$ cat src/rtl/game_pkg.sv
// Breakout game controller: shared state encodings and default constants.
// Ball and renderer blocks import these encodings as well.
package game_pkg;

  typedef enum logic [2:0] {
    MAIN_MENU = 3'd0,
    SERVE     = 3'd1,
    PLAY      = 3'd2,
    LIFE_LOST = 3'd3,
    END_WIN   = 3'd4,
    END_LOSE  = 3'd5
  } state_t;

  localparam int DEF_TICK_DIV      = 833333;
  localparam int DEF_NUM_BRICKS    = 40;
  localparam int DEF_RESPAWN_TICKS = 60;
  localparam int DEF_START_LIVES   = 3;

endpackage

$ cat src/rtl/game_controller_tick_gen.sv
// Ball-step divider: counts 0..TICK_DIV-1, tick on the last count.
// clear restarts the period so each state sees a full first tick.
module tick_gen
  import game_pkg::*;
#(
  parameter int TICK_DIV = DEF_TICK_DIV
) (
  input  logic clock,
  input  logic reset,
  input  logic clear,
  input  logic enable,
  output logic tick
);

  localparam int W = $clog2(TICK_DIV);
  localparam logic [W-1:0] LAST = W'(TICK_DIV - 1);

  logic [W-1:0] cnt;

  assign tick = (cnt == LAST);

  always_ff @(posedge clock or negedge reset) begin
    if (!reset) begin
      cnt <= '0;
    end else if (clear) begin
      cnt <= '0;
    end else if (enable) begin
      cnt <= tick ? '0 : cnt + 1'b1;
    end
  end

endmodule

$ cat src/rtl/game_controller.sv
// Breakout game controller: menu/serve/play/life-lost/end sequencing,
// lives, score and brick bookkeeping, ball step and hold control.
module game_controller
  import game_pkg::*;
#(
  parameter int TICK_DIV      = DEF_TICK_DIV,
  parameter int NUM_BRICKS    = DEF_NUM_BRICKS,
  parameter int RESPAWN_TICKS = DEF_RESPAWN_TICKS,
  parameter int START_LIVES   = DEF_START_LIVES
) (
  input  logic       clock,
  input  logic       reset,
  input  logic       key_space,
  input  logic       brick_hit,
  input  logic       ball_miss,
  output logic [2:0] state,
  output logic       ball_step,
  output logic       ball_hold,
  output logic [1:0] lives,
  output logic [7:0] score,
  output logic [7:0] bricks_left
);

  localparam logic [1:0] LIVES0 = 2'(START_LIVES);
  localparam logic [7:0] BRICKS0 = 8'(NUM_BRICKS);
  localparam logic [7:0] RESP_LAST = 8'(RESPAWN_TICKS - 1);

  state_t     st, nxt;
  logic       key_q, armed, ev;
  logic       tick, chg, en;
  logic [7:0] resp;
  logic [1:0] lv_n;
  logic [7:0] sc_n, br_n;

  // armed blocks a key already held when reset is released
  assign ev = key_space & ~key_q & armed;

  assign chg = (nxt != st);
  assign en = (st == PLAY) || (st == LIFE_LOST);
  assign state = st;
  assign ball_step = tick && (st == PLAY);
  assign ball_hold = (st == MAIN_MENU) || (st == SERVE) ||
                     (st == LIFE_LOST);

  tick_gen #(
    .TICK_DIV(TICK_DIV)
  ) u_tick (
    .clock (clock),
    .reset (reset),
    .clear (chg),
    .enable(en),
    .tick  (tick)
  );

  always_comb begin
    nxt = st;
    lv_n = lives;
    sc_n = score;
    br_n = bricks_left;
    case (st)
      MAIN_MENU: if (ev) begin
        nxt = SERVE;
        lv_n = LIVES0;
        sc_n = '0;
        br_n = BRICKS0;
      end
      SERVE: if (ev) nxt = PLAY;
      PLAY: begin
        if (brick_hit && bricks_left != 8'd0) begin
          br_n = bricks_left - 8'd1;
          if (score != 8'hff) sc_n = score + 8'd1;
        end
        if (brick_hit && bricks_left == 8'd1) begin
          nxt = END_WIN;
        end else if (ball_miss) begin
          nxt = LIFE_LOST;
          if (lives != 2'd0) lv_n = lives - 2'd1;
        end
      end
      LIFE_LOST: begin
        if (lives == 2'd0) nxt = END_LOSE;
        else if (tick && resp == RESP_LAST) nxt = SERVE;
      end
      END_WIN, END_LOSE: if (ev) nxt = MAIN_MENU;
      default: nxt = MAIN_MENU;
    endcase
  end

  always_ff @(posedge clock or negedge reset) begin
    if (!reset) begin
      st <= MAIN_MENU;
      key_q <= 1'b0;
      armed <= 1'b0;
      resp <= '0;
      lives <= '0;
      score <= '0;
      bricks_left <= '0;
    end else begin
      st <= nxt;
      key_q <= key_space;
      armed <= armed | ~key_space;
      lives <= lv_n;
      score <= sc_n;
      bricks_left <= br_n;
      if (chg) resp <= '0;
      else if (st == LIFE_LOST && tick) resp <= resp + 8'd1;
    end
  end

endmodule

$ cat config.mk
export PLATFORM = sky130hd
export DESIGN_NAME = game_controller
export DESIGN_NICKNAME = d
export VERILOG_FILES = /design/src/rtl/game_pkg.sv /design/src/rtl/game_controller_tick_gen.sv /design/src/rtl/game_controller.sv
export SDC_FILE = /design/constraint.sdc
export NUM_CORES = 1
export LEC_CHECK = 0
export BUFFER_PORTS_ARGS = -buffer_cell sky130_fd_sc_hd__buf_4
export CAP_MARGIN = 10
export CORE_MARGIN = 2
export CORE_UTILIZATION = 60
export DETAILED_ROUTE_END_ITERATION = 10
export PLACE_DENSITY = 0.84
export SYNTH_ARGS = -nofsm -noshare
export SYNTH_HDL_FRONTEND = slang
export SYNTH_SLANG_ARGS = --single-unit
$ cat constraint.sdc
create_clock -name clock -period 6.3 [get_ports clock]
set_clock_uncertainty 0.1 [all_clocks]
set_input_delay 0.945 -clock clock [delete_from_list [all_inputs] [get_ports clock]]
set_output_delay 0.945 -clock clock [all_outputs]
set_load 0.02 [all_outputs]
==> results of run 1 <==
-- through the flow --
| stage | util | cell area, µm² |
|---|---|---|
| after global placement | 0.657 | 3060 |
| after global routing | 0.683 | 3180 |
| after detailed placement | 0.657 | 3060 |
| final | 0.683 | 3180 |
| after CTS | 0.682 | 3180 |
| after floorplan | - | 2860 |
-- cell usage in the layout (no fill, tap or decap), types with 2 or more instances in the layout --
cell type and n:
dfrtp_1 51, nor2_1 31, buf_4 29, nand2_1 21, nor3_1 20, nand3_1 20
xnor2_1 17, a21oi_1 12, nand4_1 10, xor2_1 10, inv_1 9, and3_1 8
nor4_1 8, ha_1 8, o21ai_0 7, clkbuf_8 6, and4_1 4, nand2b_1 4
or3_1 4, o211a_1 4, or4_1 3, nor4bb_1 3, o31ai_1 3, nor3_2 3
a31oi_1 3, and4b_1 2, mux2i_1 2
-- path summary, 6_finish.rpt --
path,cells past startpoint,end,start
max,6,ball_step,u_tick.cnt[0]
min,1,armed,armed
max reg2reg,5,u_tick.cnt[2],bricks_left[2]
min reg2reg,1,armed,armed
max in group asynchronous,1,bricks_left[2],reset
min in group asynchronous,1,u_tick.cnt[14],reset
-- state kept, by name (all words and copies together), names as in the netlist --
| signal | flops |
|---|---|
| resp | 8 |
| state | 3 |
| u_tick.cnt | 20 |
| lives | 2 |
| armed | 1 |
| score | 8 |
| bricks_left | 8 |
| key_q | 1 |
-- power by group --
part	switching, W	internal [W]	leakage, nW
combinational	0.000240	0.000148	0.672
sequential	0.0000674	0.000369	0.676
clock	0.000106	0.000129	0.0612
total	0.000414	0.000645	1.41
-- cell type report --
cell class | instances | share of cell area
multi-input cells | 226 | 0.461
flip-flops and latches | 51 | 0.401
repair buffers | 30 | 0.0699
clock buffers | 6 | 0.0259
well taps | 54 | 0.0212
clock inverters | 2 | 0.0110
inverters | 9 | 0.0106
-- logic make-up (layout without fill, tap and decap cells) --
group,after synthesis,after routing,share of synthesized area
and+or+nand+nor,150,150,0.290
DFF,51,51,0.446
AOI/OAI and AO/OA,39,39,0.0979
xor gates and xnor gates,27,27,0.0826
buffers and inverters,19,47,0.0420
adders and majority gates,8,8,0.0350
muxes,2,2,0.00699
-- worst max-delay path, delay by kind of cell (launching register included) --
kind                     cells  cell delay, ns
AND/OR/NAND/NOR              3            0.79
flip-flops                   1            0.43
buffers and inverters        2            0.26
adder cells (fa/ha/maj)      1            0.19
-- routing by layer --
layer	share of wire	vias up	global-route usage
li1	-	1126	-
met5	0	-	0
met4	0.012	0	0.0700
met1	0.45	1166	0.350
met2	0.48	69	0.383
met3	0.050	9	0.0470
==> flow_summary.ini, run 1 <==
[timing]
period_share = 0.479
hold_violations = 0
setup_slack_ns = 3.28
slew_headroom = 0.419
min_period_ns = 3.02
tightest_slew_ns = 0.868
fmax_mhz = 331
grt_setup_unrepaired = false
slew_violations = 0
finalSetupViolCount = 0
tns_ns = 0
whs_ns = 0.379

[synthesis]
synth_cells = 296
syn_avg_cell_area_um2 = 9.67
yosysWarningCount = 0
synth_top_area_cell = dfrtp_1
yosys-top-cells-count = 51 x dfrtp_1, 31 x nor2_1, 21 x nand2_1
async_flop_share = 1.00
synth_edf_count = 0
synth_top_area_frac = 0.446
yosysMostFrequentCell = dfrtp_1
netlist_top_cells_area = dfrtp_1 45%, xnor2_1 5.2%, nor2_1 4.1%
ys_types = 49
yosysSeqAreaShare = 0.446
ys.flop_type = dfrtp_1
netlist_area_um2 = 2860
ys_seq_elements = 51
syn_nets = 309

[floorplan]
start_util = 0.614
coreArea_um2 = 4660
fp.dieW_um = 73.1
die_y_um = 73.1
io_pins = 28
fp-row-count = 25
dieArea_um2 = 5340

[worst_setup_path]
critPathLaunchType = register
path_class = register to output pin
crit_arrival_ns = 1.97
max_stage_delay_ns = 0.43
path_cells = inv_1 > ha_1 > nand2b_1 > nor4_1 > and3_1 > buf_4
cp-end-kind = output pin
path_max_fanout = 5
reg2reg_slack_ns = 3.51
critPathSlowestCell = dfrtp_1
crit_required_ns = 5.25

[clock_tree]
post_cts_buffers = 0
root_buffer = clkbuf_8
cts_tree = built
hold_buffers = 0
ctsLongestPathBuffers = 2
clock_latency_ns = 0.30
cts_buffers = 5
cts_resized = 0
clock_sinks = 51
clk_pin_slew_ns = 0.09
h-tree-depth = 2

[global_routing]
grt.total_usage = 0.246
grt_max_degree = 52
grt_antenna_before_repair = 0
grt_pass1_vias = 2220
grt_pass1_wl_um = 10300
overflow = 0

[min_path]
hold_path.class = register to register

[layout]
register_area_um2 = 1280
fin_cells = 378
fin_nets = 336
final.fill_count = 341
multiInputGateArea_um2 = 1470
syn2layout_area_growth_pct = 11.2
drive_above_1_share = 0.151
diodes = 0

[drt]
firstDrtPassIters = 5
wl_um = 6000
wire_per_inst_um = 15.9
drc_errors = 0
drt_iter0_drc = 235
via_count = 2370
via_per_inst = 6.27
drtAntennaViolNets = 0

[placed_design]
gp_congestion = 0.933
place.port_buffers = 27
dp.cells = 369
hpwl_um = 4180
place_ws_ns = 3.50

[pwr]
p_leak_nw = 1.41
cellPowerDensity_nw_per_um2 = 333
peakVddDrop_v = 0.000333
total_power_w = 0.00106

[flow_run]
maxCapViolCount = 0

[status]
status = complete, no violations
Note: power is estimated with default switching activity, not from simulation.
==> inputs of run 2 (changes only) <==
--- a/config.mk
+++ b/config.mk
@@ -8,9 +8,9 @@
 export BUFFER_PORTS_ARGS = -buffer_cell sky130_fd_sc_hd__buf_4
 export CAP_MARGIN = 10
 export CORE_MARGIN = 2
-export CORE_UTILIZATION = 60
+export CORE_UTILIZATION = 53
 export DETAILED_ROUTE_END_ITERATION = 10
-export PLACE_DENSITY = 0.84
+export PLACE_DENSITY = 0.79
 export SYNTH_ARGS = -nofsm -noshare
 export SYNTH_HDL_FRONTEND = slang
 export SYNTH_SLANG_ARGS = --single-unit
==> constraint.sdc (replaced) <==
create_clock -name clock -period 2.7 [get_ports clock]
set_clock_uncertainty 0.1 [all_clocks]
set_input_delay 0.405 -clock clock [delete_from_list [all_inputs] [get_ports clock]]
set_output_delay 0.405 -clock clock [all_outputs]
set_load 0.02 [all_outputs]
==> flow_summary.ini, run 2 (same netlist as run 1, synthesis figures left out) <==
[timing]
period_share = 0.914
grt_setup_unrepaired = false
slew_violations = 0
fmax_mhz = 405
tightest_slew_ns = 0.636
finalSetupViolCount = 0
min_period_ns = 2.47
tns_ns = 0
slew_headroom = 0.576
hold_violations = 0

[pwr]
cellPowerDensity_nw_per_um2 = 764
p_leak_nw = 1.45
peakVddDrop_v = 0.000592
total_power_w = 0.00249

[floorplan]
fp.dieW_um = 77.5
fp-row-count = 26
io_pins = 28
dieArea_um2 = 6010
die_y_um = 77.5
coreArea_um2 = 5170
start_util = 0.553

[drt]
drtAntennaViolNets = 0
via_count = 2344
via_per_inst = 5.83
drt_iter0_drc = 117
wl_um = 6030
firstDrtPassIters = 5
drc_errors = 0
wire_per_inst_um = 15.0

[flow_run]
maxCapViolCount = 0

[clock_tree]
cts_buffers = 5
cts_tree = built
cts_resized = 0
hold_buffers = 0
clk_pin_slew_ns = 0.10
root_buffer = clkbuf_8
h-tree-depth = 2
clock_sinks = 51
clock_latency_ns = 0.31
post_cts_buffers = 0
ctsLongestPathBuffers = 2

[worst_setup_path]
r2r-end = u_tick.cnt[9]
crit_arrival_ns = 2.58
r2r_cells = 6
path_class = register to register
r2r_start = bricks_left[3]
cp-end-kind = register
max_stage_delay_ns = 0.66
path_max_fanout = 28
path_cells = or4_1 > o41a_1 > a2bb2oi_2 > o21ai_4 > buf_12 > nor3_1
critPathLaunchType = register
reg2reg_slack_ns = 0.23
crit_required_ns = 2.81
critPathSlowestCell = or4_1

[layout]
utilization = 0.631
largest_reg_flops = 20
final_cell_mix = 51 x dfrtp_1, 37 x buf_4, 31 x nor2_1
fin_cells = 402
final_common_cell = dfrtp_1
fin_nets = 344
diodes = 0
syn2layout_area_growth_pct = 13.9
drive_above_1_share = 0.169
top_register = u_tick.cnt
final.fill_count = 412

[global_routing]
grt.total_usage = 0.215
overflow = 0
grt_antenna_before_repair = 0
grt_pass1_wl_um = 10400
grt_pass1_vias = 2272
grt_max_degree = 52

[placed_design]
place.port_buffers = 27
gp_congestion = 0.897
dp.cells = 394
hpwl_um = 4300

[min_path]
hold_path.class = primary input to async pin

[status]
status = complete, no violations
[run 2: per-stage QoR]
stage	hold slack (ns)	setup WS (ns)	cell area (µm²)
after floorplan	0.00941	0.264	2860
after global placement	0.351	0.390	3160
after detailed placement	0.362	0.239	3160
after CTS	0.0370	0.219	3260
after global routing	0.0649	0.127	3260
final	0.0132	0.233	3260
[run 2: metal layers]
metal,up-vias,GRT usage,wire length [µm]
li1,1144,-,-
met1,1128,0.259,2630
met2,63,0.381,3040
met3,9,0.0465,280
met4,0,0.0714,82
met5,-,0,0
[run 2: worst max-delay path by stage]
stage / startpoint / to / slack, ns / cells after the start
2_1_floorplan: bricks_left[3] / u_tick.cnt[13] / 0.26 / 7
3_5_place_dp: bricks_left[3] / u_tick.cnt[9] / 0.24 / 6
3_3_place_gp: bricks_left[3] / u_tick.cnt[9] / 0.39 / 6
5_1_grt: bricks_left[3] / u_tick.cnt[9] / 0.13 / 6
6_report: bricks_left[3] / u_tick.cnt[9] / 0.23 / 6
4_1_cts: bricks_left[3] / u_tick.cnt[9] / 0.22 / 6
[run 2: worst max-delay path, delay by kind of cell, from the launching register on]
family,cells,cell delay (ns)
AOI/OAI and AO/OA,3,0.78
DFF,1,0.43
and+or+nand+nor,2,0.89
buffers and inverters,1,0.17
[run 2: final cells by class]
cell class / count / area [µm²] / share of cell area
clock buffers: 8 / 100 / 0.0307
multi-input cells: 226 / 1470 / 0.450
well taps: 70 / 87.6 / 0.0269
repair buffers: 38 / 298 / 0.0913
flip-flops and latches: 51 / 1280 / 0.391
inverters: 9 / 33.8 / 0.0104
[run 2: where the power goes]
| group | switching [W] | internal [W] |
|---|---|---|
| Clock | 0.000247 | 0.000234 |
| Sequential | 0.000114 | 0.000861 |
| Combinational | 0.000614 | 0.000423 |
| Total | 0.000974 | 0.00152 |
==> inputs of run 3 (changes only) <==
--- a/config.mk
+++ b/config.mk
@@ -5,10 +5,11 @@
 export SDC_FILE = /design/constraint.sdc
 export NUM_CORES = 1
 export LEC_CHECK = 0
+export ABC_AREA = 1
 export BUFFER_PORTS_ARGS = -buffer_cell sky130_fd_sc_hd__buf_4
 export CAP_MARGIN = 10
 export CORE_MARGIN = 2
-export CORE_UTILIZATION = 53
+export CORE_UTILIZATION = 54
 export DETAILED_ROUTE_END_ITERATION = 10
 export PLACE_DENSITY = 0.79
 export SYNTH_ARGS = -nofsm -noshare
==> flow_summary.ini, run 3 <==
[status]
status = complete, no violations

[drt]
wl_um = 6800
wire_per_inst_um = 12.6
drt_iter0_drc = 108
via_per_inst = 5.22
drtAntennaViolNets = 0
drc_errors = 0
via_count = 2817
firstDrtPassIters = 5

[synthesis]
netlist_top_cells_area = dfrtp_1 39%, nand2_1 13%, nor2_4 6.9%
synth_cells = 432
yosysSeqAreaShare = 0.390
yosysWarningCount = 0
async_flop_share = 1.00
synth_top_area_frac = 0.390
yosys-top-cells-count = 111 x nand2_1, 59 x inv_1, 51 x dfrtp_1
synth_edf_count = 0
syn_nets = 445
ys_types = 34
synth_top_area_cell = dfrtp_1
ys_seq_elements = 51
yosysMostFrequentCell = nand2_1
ys.flop_type = dfrtp_1
syn_avg_cell_area_um2 = 7.57
netlist_area_um2 = 3270

[global_routing]
grt.total_usage = 0.224
grt_antenna_before_repair = 0
gr-usage-met1 = 0.292
grt_pass1_vias = 2713
grt_use_met3 = 0.0385
grt_pass1_wl_um = 11800
overflow = 0
grt_max_degree = 52
grt-busiest-layer = met2
grt.met2_usage = 0.389

[layout]
largest_reg_flops = 20
final_cell_mix = 111 x nand2_1, 59 x inv_1, 51 x dfrtp_1
syn2layout_area_growth_pct = 12.1
final_common_cell = nand2_1
stdcell_area_um2 = 3660
top_register = u_tick.cnt
fin_cells = 540
utilization = 0.623
fin_nets = 477
drive_above_1_share = 0.161
diodes = 0

[clock_tree]
hold_buffers = 0
root_buffer = clkbuf_8
cts_buffers = 5
post_cts_buffers = 0
clk_pin_slew_ns = 0.10
h-tree-depth = 2
cts_resized = 0
clock_sinks = 51
ctsLongestPathBuffers = 2
cts_tree = built
clock_latency_ns = 0.31

[worst_setup_path]
path_max_fanout = 10
crit_arrival_ns = 1.85
crit_required_ns = 2.19
critPathLaunchType = register
cp-end-kind = output pin
r2r_start = state[1]
r2r-end = resp[1]
path_class = register to output pin
reg2reg_slack_ns = 0.47
r2r_cells = 11

[timing]
fmax_mhz = 424
hold_violations = 0
slew_violations = 0
tightest_slew_ns = 0.642
grt_setup_unrepaired = false
finalSetupViolCount = 0
tns_ns = 0
period_share = 0.874
slew_headroom = 0.572
min_period_ns = 2.36

[pwr]
internal_power_w = 0.00163
peakVddDrop_v = 0.000598
p_sw_w = 0.00138
seqPwrFrac = 0.340
clkPwrFrac = 0.184
cellPowerDensity_nw_per_um2 = 820
p_sw_frac = 0.458
power_frac_comb = 0.475
p_leak_nw = 1.70

[floorplan]
coreArea_um2 = 5890
start_util = 0.555
fp.dieW_um = 81.8
dieArea_um2 = 6690
die_y_um = 81.8
io_pins = 28
fp-row-count = 28

[placed_design]
hpwl_um = 5080
dp.cells = 532
place.port_buffers = 27
placed_cell_area_um2 = 3550
gp_congestion = 0.868

[min_path]
hold_path.class = primary input to async pin

[flow_run]
maxCapViolCount = 0
run 3: metal layers:
| metal | routed length [µm] | part of all wire |
|---|---|---|
| met1 | 3150 | 0.46 |
| met2 | 3310 | 0.49 |
| met3 | 273 | 0.040 |
| met4 | 70 | 0.010 |
| met5 | 0 | 0 |
run 3: logic make-up after synthesis:
group	Yosys count	share of synthesized area
flops	51	0.390
xor+xnor	15	0.0402
buf+inv	68	0.0896
fa+ha+maj	8	0.0306
simple gates	256	0.393
compound gates	34	0.0563
run 3: area by class of cell:
cell class,instances,area [µm²]
tap,75,93.8
inverter,63,239
clock inverter,2,35.0
fill,520,2220
clock buffer,6,82.6
multi-input combinational,313,1700
sequential,51,1280
timing repair buffer,30,238
run 3: per-stage QoR:
stage	setup WS, ns	hold WS, ns	power, W
2_1_floorplan	0.736	0.00941	0.00211
3_3_place_gp	0.593	0.338	0.00243
3_5_place_dp	0.527	0.367	0.00246
4_1_cts	0.361	0.0384	0.00302
5_1_grt	0.274	0.0748	0.00321
6_report	0.341	0.00762	0.00301
run 3: how the worst max path moves through the flow:
stage                              from  cells past startpoint         to  slack (ns)
after floorplan                state[2]                      5  ball_step        0.74
after global placement    u_tick.cnt[0]                     10    resp[0]        0.59
after global routing           state[2]                      6  ball_step        0.27
final                          state[2]                      6  ball_step        0.34
after CTS                      state[2]                      6  ball_step        0.36
after detailed placement       state[1]                     11    resp[1]        0.53
run 3: critical path, stage by stage, from the launching register on:
cell	delay (ns)
dfrtp_1	0.48
inv_1	0.16
nand2_4	0.12
nor2_8	0.20
inv_4	0.09
nor3_1	0.29
buf_4	0.20
run 3: power groups by stage:
stage          sequential [W]  clock, W  combinational (W)
2_1_floorplan         0.00113         0           0.000985
3_3_place_gp          0.00103         0            0.00139
6_report              0.00102  0.000554            0.00143
4_1_cts               0.00102  0.000564            0.00143
3_5_place_dp          0.00103         0            0.00143
5_1_grt               0.00104  0.000593            0.00157
